===== src/rtl/branch_ctrl_pkg.sv =====
// Shared types and funct3 encodings for the EX-stage branch controller.
package branch_ctrl_pkg;

  typedef logic [63:0] dw;

  localparam logic [2:0] F3_BEQ  = 3'b000;
  localparam logic [2:0] F3_BNE  = 3'b001;
  localparam logic [2:0] F3_BLT  = 3'b100;
  localparam logic [2:0] F3_BGE  = 3'b101;
  localparam logic [2:0] F3_BLTU = 3'b110;
  localparam logic [2:0] F3_BGEU = 3'b111;

  typedef enum logic {
    BR_IDLE  = 1'b0,
    BR_FLUSH = 1'b1
  } br_state_e;

  function automatic logic is_misaligned(input dw target);
    return target[1:0] != 2'b00;
  endfunction

endpackage


===== src/rtl/br_decide.sv =====
// Pure combinational branch condition decode: funct3 plus comparator flags to taken/unsigned/illegal.
module br_decide
  import branch_ctrl_pkg::*;
(
  input  logic [2:0] funct3,
  input  logic       br_eq,
  input  logic       br_lt,
  output logic       taken,
  output logic       br_un,
  output logic       illegal
);

  assign br_un = (funct3 == F3_BLTU) || (funct3 == F3_BGEU);

  // Condition select from funct3; reserved encodings are flagged and never taken.
  always_comb begin
    taken   = 1'b0;
    illegal = 1'b0;
    case (funct3)
      F3_BEQ:           taken = br_eq;
      F3_BNE:           taken = !br_eq;
      F3_BLT, F3_BLTU:  taken = br_lt;
      F3_BGE, F3_BGEU:  taken = !br_lt;
      default:          illegal = 1'b1;
    endcase
  end

endmodule


===== src/rtl/branch_ctrl.sv =====
// EX-stage branch resolution: redirect generation, flush FSM, exception pulses and perf counters.
module branch_ctrl
  import branch_ctrl_pkg::*;
#(
  parameter int FLUSH_CYCLES = 2,
  parameter int CNT_W        = 32
) (
  input  logic             clk,
  input  logic             rst,
  input  logic             stall,
  input  logic             ex_valid,
  input  logic             ex_is_branch,
  input  logic             ex_is_jal,
  input  logic             ex_is_jalr,
  input  logic [2:0]       ex_funct3,
  input  logic [63:0]      ex_target,
  output logic             br_un,
  input  logic             br_eq,
  input  logic             br_lt,
  output logic             redirect_valid,
  output logic [63:0]      redirect_pc,
  output logic             flush_if_id,
  output logic             flush_id_ex,
  output logic             misalign_exc,
  output logic             illegal_br,
  output logic [CNT_W-1:0] perf_branch_cnt,
  output logic [CNT_W-1:0] perf_taken_cnt
);

  localparam logic [2:0]       FLUSH_LOAD = 3'(FLUSH_CYCLES);
  localparam logic [CNT_W-1:0] CNT_ONE    = CNT_W'(1);

  br_state_e        state_r, state_nxt_s;
  logic [2:0]       flush_cnt_r, flush_cnt_nxt_s;
  logic             cond_taken_s, illegal_s;
  logic             is_cond_s, taken_s, accept_s;
  logic             do_redirect_s, do_misalign_s, do_illegal_s;
  dw                target_s;
  logic             redirect_valid_r, misalign_exc_r, illegal_br_r;
  dw                redirect_pc_r;
  logic [CNT_W-1:0] branch_cnt_r, taken_cnt_r;

  br_decide u_decide (
    .funct3  (ex_funct3),
    .br_eq   (br_eq),
    .br_lt   (br_lt),
    .taken   (cond_taken_s),
    .br_un   (br_un),
    .illegal (illegal_s)
  );

  assign accept_s = (state_r == BR_IDLE) && ex_valid && !stall;

  // Instruction classification with JALR > JAL > branch priority and JALR bit0 clear.
  always_comb begin
    is_cond_s = ex_is_branch && !ex_is_jal && !ex_is_jalr;
    if (ex_is_jalr) begin
      target_s = {ex_target[63:1], 1'b0};
    end else begin
      target_s = ex_target;
    end
    if (ex_is_jalr || ex_is_jal) begin
      taken_s = 1'b1;
    end else if (is_cond_s) begin
      taken_s = cond_taken_s;
    end else begin
      taken_s = 1'b0;
    end
    do_redirect_s = accept_s && taken_s && !is_misaligned(target_s);
    do_misalign_s = accept_s && taken_s && is_misaligned(target_s);
    do_illegal_s  = accept_s && is_cond_s && illegal_s;
  end

  // Flush FSM next state; counter only moves on non-stall cycles.
  always_comb begin
    state_nxt_s     = state_r;
    flush_cnt_nxt_s = flush_cnt_r;
    case (state_r)
      BR_IDLE: begin
        if (do_redirect_s) begin
          state_nxt_s     = BR_FLUSH;
          flush_cnt_nxt_s = FLUSH_LOAD;
        end else begin
          state_nxt_s     = BR_IDLE;
        end
      end
      BR_FLUSH: begin
        if (stall) begin
          state_nxt_s     = BR_FLUSH;
        end else if (flush_cnt_r == 3'd1) begin
          state_nxt_s     = BR_IDLE;
          flush_cnt_nxt_s = 3'd0;
        end else begin
          flush_cnt_nxt_s = flush_cnt_r - 3'd1;
        end
      end
      default: begin
        state_nxt_s     = BR_IDLE;
        flush_cnt_nxt_s = 3'd0;
      end
    endcase
  end

  // State, pulse outputs, redirect target and performance counters.
  always_ff @(posedge clk) begin
    if (rst) begin
      state_r          <= BR_IDLE;
      flush_cnt_r      <= 3'd0;
      redirect_valid_r <= 1'b0;
      redirect_pc_r    <= 64'd0;
      misalign_exc_r   <= 1'b0;
      illegal_br_r     <= 1'b0;
      branch_cnt_r     <= '0;
      taken_cnt_r      <= '0;
    end else begin
      state_r          <= state_nxt_s;
      flush_cnt_r      <= flush_cnt_nxt_s;
      redirect_valid_r <= do_redirect_s;
      misalign_exc_r   <= do_misalign_s;
      illegal_br_r     <= do_illegal_s;
      if (do_redirect_s) begin
        redirect_pc_r <= target_s;
        taken_cnt_r   <= taken_cnt_r + CNT_ONE;
      end
      if (accept_s && is_cond_s) begin
        branch_cnt_r <= branch_cnt_r + CNT_ONE;
      end
    end
  end

  assign redirect_valid  = redirect_valid_r;
  assign redirect_pc     = redirect_pc_r;
  assign misalign_exc    = misalign_exc_r;
  assign illegal_br      = illegal_br_r;
  assign flush_if_id     = (state_r == BR_FLUSH);
  assign flush_id_ex     = (state_r == BR_FLUSH);
  assign perf_branch_cnt = branch_cnt_r;
  assign perf_taken_cnt  = taken_cnt_r;

endmodule


===== config.mk =====
export PLATFORM = sky130hd
export DESIGN_NAME = branch_ctrl
export DESIGN_NICKNAME = d
export VERILOG_FILES = /design/src/rtl/branch_ctrl_pkg.sv /design/src/rtl/br_decide.sv /design/src/rtl/branch_ctrl.sv
export SDC_FILE = /design/constraint.sdc
export NUM_CORES = 1
export LEC_CHECK = 0
export ABC_CLOCK_PERIOD_IN_PS = 2100
export CAP_MARGIN = 20
export CELL_PAD_IN_SITES_DETAIL_PLACEMENT = 1
export CELL_PAD_IN_SITES_GLOBAL_PLACEMENT = 1
export CORE_ASPECT_RATIO = 2
export CORE_MARGIN = 4
export CORE_UTILIZATION = 29
export DETAILED_ROUTE_END_ITERATION = 8
export GPL_ROUTABILITY_DRIVEN = 0
export MAX_ROUTING_LAYER = met4
export PLACE_DENSITY_LB_ADDON = 0.1
export RECOVER_POWER = 25
export SLEW_MARGIN = 20
export SYNTH_ARGS = -nofsm -noshare
export SYNTH_HDL_FRONTEND = slang
export SYNTH_SLANG_ARGS = --single-unit

===== constraint.sdc =====
create_clock -name clk -period 2.1 [get_ports clk]
set_input_delay 0.63 -clock clk [delete_from_list [all_inputs] [get_ports clk]]
set_output_delay 0.63 -clock clk [all_outputs]
set_load 0.1 [all_outputs]

=== Yosys cells after proc, flatten, opt, wreduce, memory -nomap -nowiden ===
Index checks and enable logic that the tools add are counted.

* Register bits: 135
* Output and inout port bits: 134
* Logic and storage cells: 56

* Muxes and demuxes: 13
* Eq/ne operators: 8
* Bitwise logic cells: 1
* Add/subtract/negate cells: 3
* Reductions and logical operators: 23

{| class="wikitable"
|+ Operators with widths
! cell !! count
|-
| adder 32 x 1 -> 32 bit, second input constant || 2
|-
| == test 3 bit, second input constant || 4
|-
| logical AND 1 bit || 9
|-
| two-way mux 3 bit || 3
|-
| two-way mux 1 bit || 7
|-
| == test 3 x 1 -> 1 bit, second input constant || 2
|-
| logical NOT 1 bit || 6
|-
| one-hot mux 3 bit (2 select lines) || 1
|-
| OR reduction 6 bit || 1
|-
| != test 2 bit, second input constant || 2
|-
| one-hot mux 1 bit (4 select lines) || 1
|-
| OR reduction 2 bit || 2
|-
| logical NOT 3 bit || 1
|-
| subtractor 3 x 1 -> 3 bit, second input constant || 1
|-
| logical OR 1 bit || 2
|-
| one-hot mux 1 bit (2 select lines) || 1
|-
| AND reduction 2 bit || 1
|-
| nonzero test 2 bit || 1
|-
| inverter 1 bit || 1
|}

=== Logic depth before layout (Yosys ltp) ===
* Word-level depth: 9
* Mapped depth: 8

=== By module ===
From an unflattened synthesis, not the netlist that was laid out.

* Cell total of the unflattened synthesis: 674
* Area, all modules: 5,550.3 um2

{| class="wikitable"
|+ Modules (own cells, without submodules)
! module !! times used !! seq. area each (um2) !! area each (um2) !! cells an instance
|-
| branch_ctrl || 1 || 2,702.6 || 5,507.8 || 668
|-
| br_decide || 1 || 0.0 || 42.5 || 6
|}

=== Worst setup path after synthesis ===
OpenSTA, ideal clock, no wires.

* Path kind: register to register
* Start: reg taken_cnt_r[0] (netlist: perf_taken_cnt[0])
* End: reg taken_cnt_r[24] (netlist: perf_taken_cnt[24])
* Cell stages (with the launch flop): 7
* Arrival time: 2.613 ns
* Slack: -0.583 ns
* Data required time: 2.030 ns
* Cells stage by stage: dfxtp_1 > ha_1 > nand4_1 > nor4_4 > o2111ai_2 > or3_1 > a21oi_1

* Cells in the longest elaborated chain, start to end: 1

{| class="wikitable"
|+ Ends and longest elaborated chain
! item !! RTL line !! source
|-
| from (decl) || branch_ctrl.sv:41 || <nowiki>logic [CNT_W-1:0] branch_cnt_r, taken_cnt_r;</nowiki>
|-
| from (signal assigned) || branch_ctrl.sv:123 || <nowiki>taken_cnt_r <= taken_cnt_r + CNT_ONE;</nowiki>
|-
| adder 32 x 1 -> 32 bit || branch_ctrl.sv:123 ||
|}

No other way between the ends.
A chain may end at the register's enable or synchronous reset.

=== Final worst setup path ===
* Start: in br_eq
* End: reg redirect_pc_r[32] (netlist: redirect_pc[32])

* Cells in the longest elaborated chain, start to end: 6

{| class="wikitable"
|+ Ends and longest elaborated chain
! item !! RTL line !! source
|-
| from (decl) || branch_ctrl.sv:18 || <nowiki>input logic br_eq,</nowiki>
|-
| logical NOT 1 bit || br_decide.sv:21 || <nowiki>F3_BNE: taken = !br_eq;</nowiki>
|-
| one-hot mux 1 bit (4 select lines) (*) || br_decide.sv:19 || <nowiki>case (funct3)</nowiki>
|-
| two-way mux 1 bit (*) || branch_ctrl.sv:64 || <nowiki>end else if (is_cond_s) begin</nowiki>
|-
| two-way mux 1 bit (*) || branch_ctrl.sv:62 || <nowiki>if (ex_is_jalr || ex_is_jal) begin</nowiki>
|-
| logical AND 1 bit (*) (2 in series) || branch_ctrl.sv:69 || <nowiki>do_redirect_s = accept_s && taken_s && !is_misaligned(target_s);</nowiki>
|-
| to (signal assigned) || branch_ctrl.sv:122 || <nowiki>redirect_pc_r <= target_s;</nowiki>
|-
| to (decl) || branch_ctrl.sv:40 || <nowiki>dw redirect_pc_r;</nowiki>
|}

Every way passes the cells marked *; elsewhere a longest branch is shown, timed or not.

==> flow_summary.ini <==
[timing]
post-route-period-util = 0.9953
timing.hold.ws_ps = 454.8
rsz0062_at_grt = yes
hold_viol_final = 0
setup_violations = 0
worst_pin_slew_ps = 584.6
setup_slack_ps = 9.967
slew_headroom = 0.6119
fmax_ghz = 0.4785
fin_setup_tns_ps = 0
slew_violations = 0
fin_crit_ps = 2090
fin_skew_ps = 4.963

[yosys]
async_flop_share = 0
syn-cell-area_sq_um = 5652
syn_area_per_cell_sq_um = 8.336
synth.distinct_cells = 51
yosysWarnings = 0
synth_edf_count = 0
seq_area_frac_synth = 0.4782
postSynthCellCount = 678
ys_ff_latch = 135
ys.flop_type = dfxtp_1
syn_nets = 758

[place]
dp_hpwl_um = 16060
pre_cts_slack_ps = -829.4
port_buffers = 209
dpl_cell_area_sq_um = 9757
placed_cells = 1151

[clocking]
cts_tree = done
cts_hold_buf = 0
clkTransAtPathRegs_ps = 60
root_buffer = clkbuf_16
clock_sinks = 135
cts-htree-levels = 4
clock_latency_ps = 420
numCtsBuffers = 17
cts_buffer_depth = 2

[routing]
vias = 5867
routed_via_density = 4.910
firstDrtPassIters = 4
post-route-drc-count = 0
postRouteAntennaNets = 0
drt_iter0_drc = 106
wl_per_cell_um = 18.28
wirelength_um = 21850

[global_route]
grt_pass1_wl_um = 33930
grt_pass1_vias = 6550
grt_usage = 0.2027
grt_max_degree = 56
grt-ovfl-total = 0
antenna_found_initial = 0

[power_and_ir_drop]
peakVddDrop_mv = 0.5091
power_mw = 6.289
leakage_nw = 3.651
power_density_nw_per_um2 = 636.8

[finish]
post-route-util = 0.5123
layoutNonFillerInstCount = 1195
nFillCells = 2209
final_nets = 1003
mostFrequentLayoutCells = 143 x nand2_1, 86 x buf_12, 83 x a21oi_1, 78 x dfxtp_1, 63 x clkdlybuf4s50_1
area_delta_synth_final_pct = 74.74
design_area_sq_um = 9876
seqCellArea_sq_um = 2834
layout-drive-gt1-share = 0.3387
n_antenna_cell = 0
multi_input_area_sq_um = 2872
final_common_cell = nand2_1

[setup_path]
slowest_delay_ps = 410
cp_slowest_cell = clkdlybuf4s50_1
start_kind = input pin
path_max_fanout = 11
critPathArrivalTime_ps = 2380
crit_chain = clkdlybuf4s50_1 > xor2_1 > a32o_2 > buf_12 > buf_4 > o21a_4 > clkbuf_16 > nand2_1 > a21oi_1
path_class = in2reg
end_kind = register
required_ps = 2390

[run_status]
status = complete, no violations

[floorplanning]
core-area_sq_um = 19280
initial_utilization = 0.2932
die_w_um = 106.7
fp.dieH_um = 205.4
fp-row-count = 72
dieArea_sq_um = 21920
ios = 210

[min_path]
holdCritPathClass = reg2reg

[flow_run]
drv_cap = 0
-- sequential cells by signal, indices dropped and copies added, names as in the netlist --
register / count
flush_cnt_r: 3
flush_id_ex: 1
illegal_br: 1
misalign_exc: 1
perf_branch_cnt: 32
perf_taken_cnt: 32
redirect_pc: 64
redirect_valid: 1
-- cell usage after synthesis (2+ instances only) --
| cell type | count | share of area |
|---|---|---|
| o21ai_0 | 24 | 0.021 |
| nor2b_1 | 5 | 0.0055 |
| dfxtp_1 | 135 | 0.48 |
| o211ai_1 | 5 | 0.0066 |
| inv_1 | 16 | 0.011 |
| nand2_1 | 146 | 0.097 |
| and3_1 | 6 | 0.0066 |
| nor4_1 | 7 | 0.0077 |
| ha_1 | 4 | 0.0089 |
| or4_1 | 4 | 0.0053 |
| nor3_1 | 11 | 0.0097 |
| and4_1 | 5 | 0.0077 |
| xnor2_1 | 22 | 0.034 |
| and2_1 | 2 | 0.0022 |
| nor3b_1 | 4 | 0.0053 |
| clkbuf_1 | 26 | 0.017 |
| nor2_1 | 46 | 0.031 |
| o31ai_1 | 3 | 0.0040 |
| xor2_1 | 15 | 0.023 |
| or3_1 | 22 | 0.024 |
| a21oi_1 | 91 | 0.081 |
| o211ai_4 | 2 | 0.0075 |
| nand4_1 | 13 | 0.014 |
| nand3_1 | 20 | 0.018 |
| nor3b_4 | 2 | 0.0066 |
| nand2b_1 | 2 | 0.0022 |
| o2111ai_1 | 8 | 0.012 |
| buf_2 | 9 | 0.0080 |
-- where the power goes --
group	switching (mW)	internal, mW	total, mW
clock	1.15	1.72	2.87
sequential	0.0367	2.57	2.61
combinational	0.477	0.337	0.813
total	1.66	4.63	6.29
-- worst max-delay path, delay by kind of cell --
family	cells	cell delay [ps]
AO/OA/AOI/OAI	3	610
XOR/XNOR	1	150
buffers and inverters	4	900
AND/OR/NAND/NOR	1	80
-- layer usage --
layer	vias up	wire length [um]	GRT usage
met3	39	1168	0.05746
met1	2847	7068	0.1773
met2	167	12930	0.3947
li1	2814	-	-
met4	0	675	0.08413
met5	-	0	-
-- cell type report --
type,instances,area share
clock buffer,21,0.04764
clock inverter,11,0.009629
inverter,16,0.006081
multi-input combinational,488,0.2908
sequential,135,0.2870
tap,259,0.03281
timing repair buffer,265,0.3261
-- repair_timing --
item	in CTS	in global routing
buffers inserted	6	2
gates resized for setup	31	29
gates cloned	2	2
hold endpoints to repair	0	0
pin swaps	7	10
endpoints found under the setup margin	103	47
-- path summary, 6_finish.rpt --
path,startpoint,endpoint,slack [ps],depth (start not counted)
min reg2reg,redirect_pc[6]$_SDFFE_PP0P_,redirect_pc[6]$_SDFFE_PP0P_,450,2
max,br_eq,redirect_pc[32]$_SDFFE_PP0P_,10,9
min,redirect_pc[6]$_SDFFE_PP0P_,redirect_pc[6]$_SDFFE_PP0P_,450,2
max reg2reg,flush_id_ex$_SDFF_PP0_,perf_branch_cnt[31]$_SDFFE_PP0P_,110,6
-- kinds of logic (layout without fill, tap and decap cells) --
family / count (synthesis) / after routing / synth area share
and+or+nand+nor: 306 / 306 / 0.2685
buffers and inverters: 55 / 313 / 0.04073
xor gates and xnor gates: 37 / 37 / 0.05734
DFF: 135 / 135 / 0.4782
muxes: 2 / 2 / 0.003985
adders and majority gates: 4 / 4 / 0.008856
AOI/OAI and AO/OA: 139 / 139 / 0.1424
No activity file was read; power rests on OpenSTA's default activity.
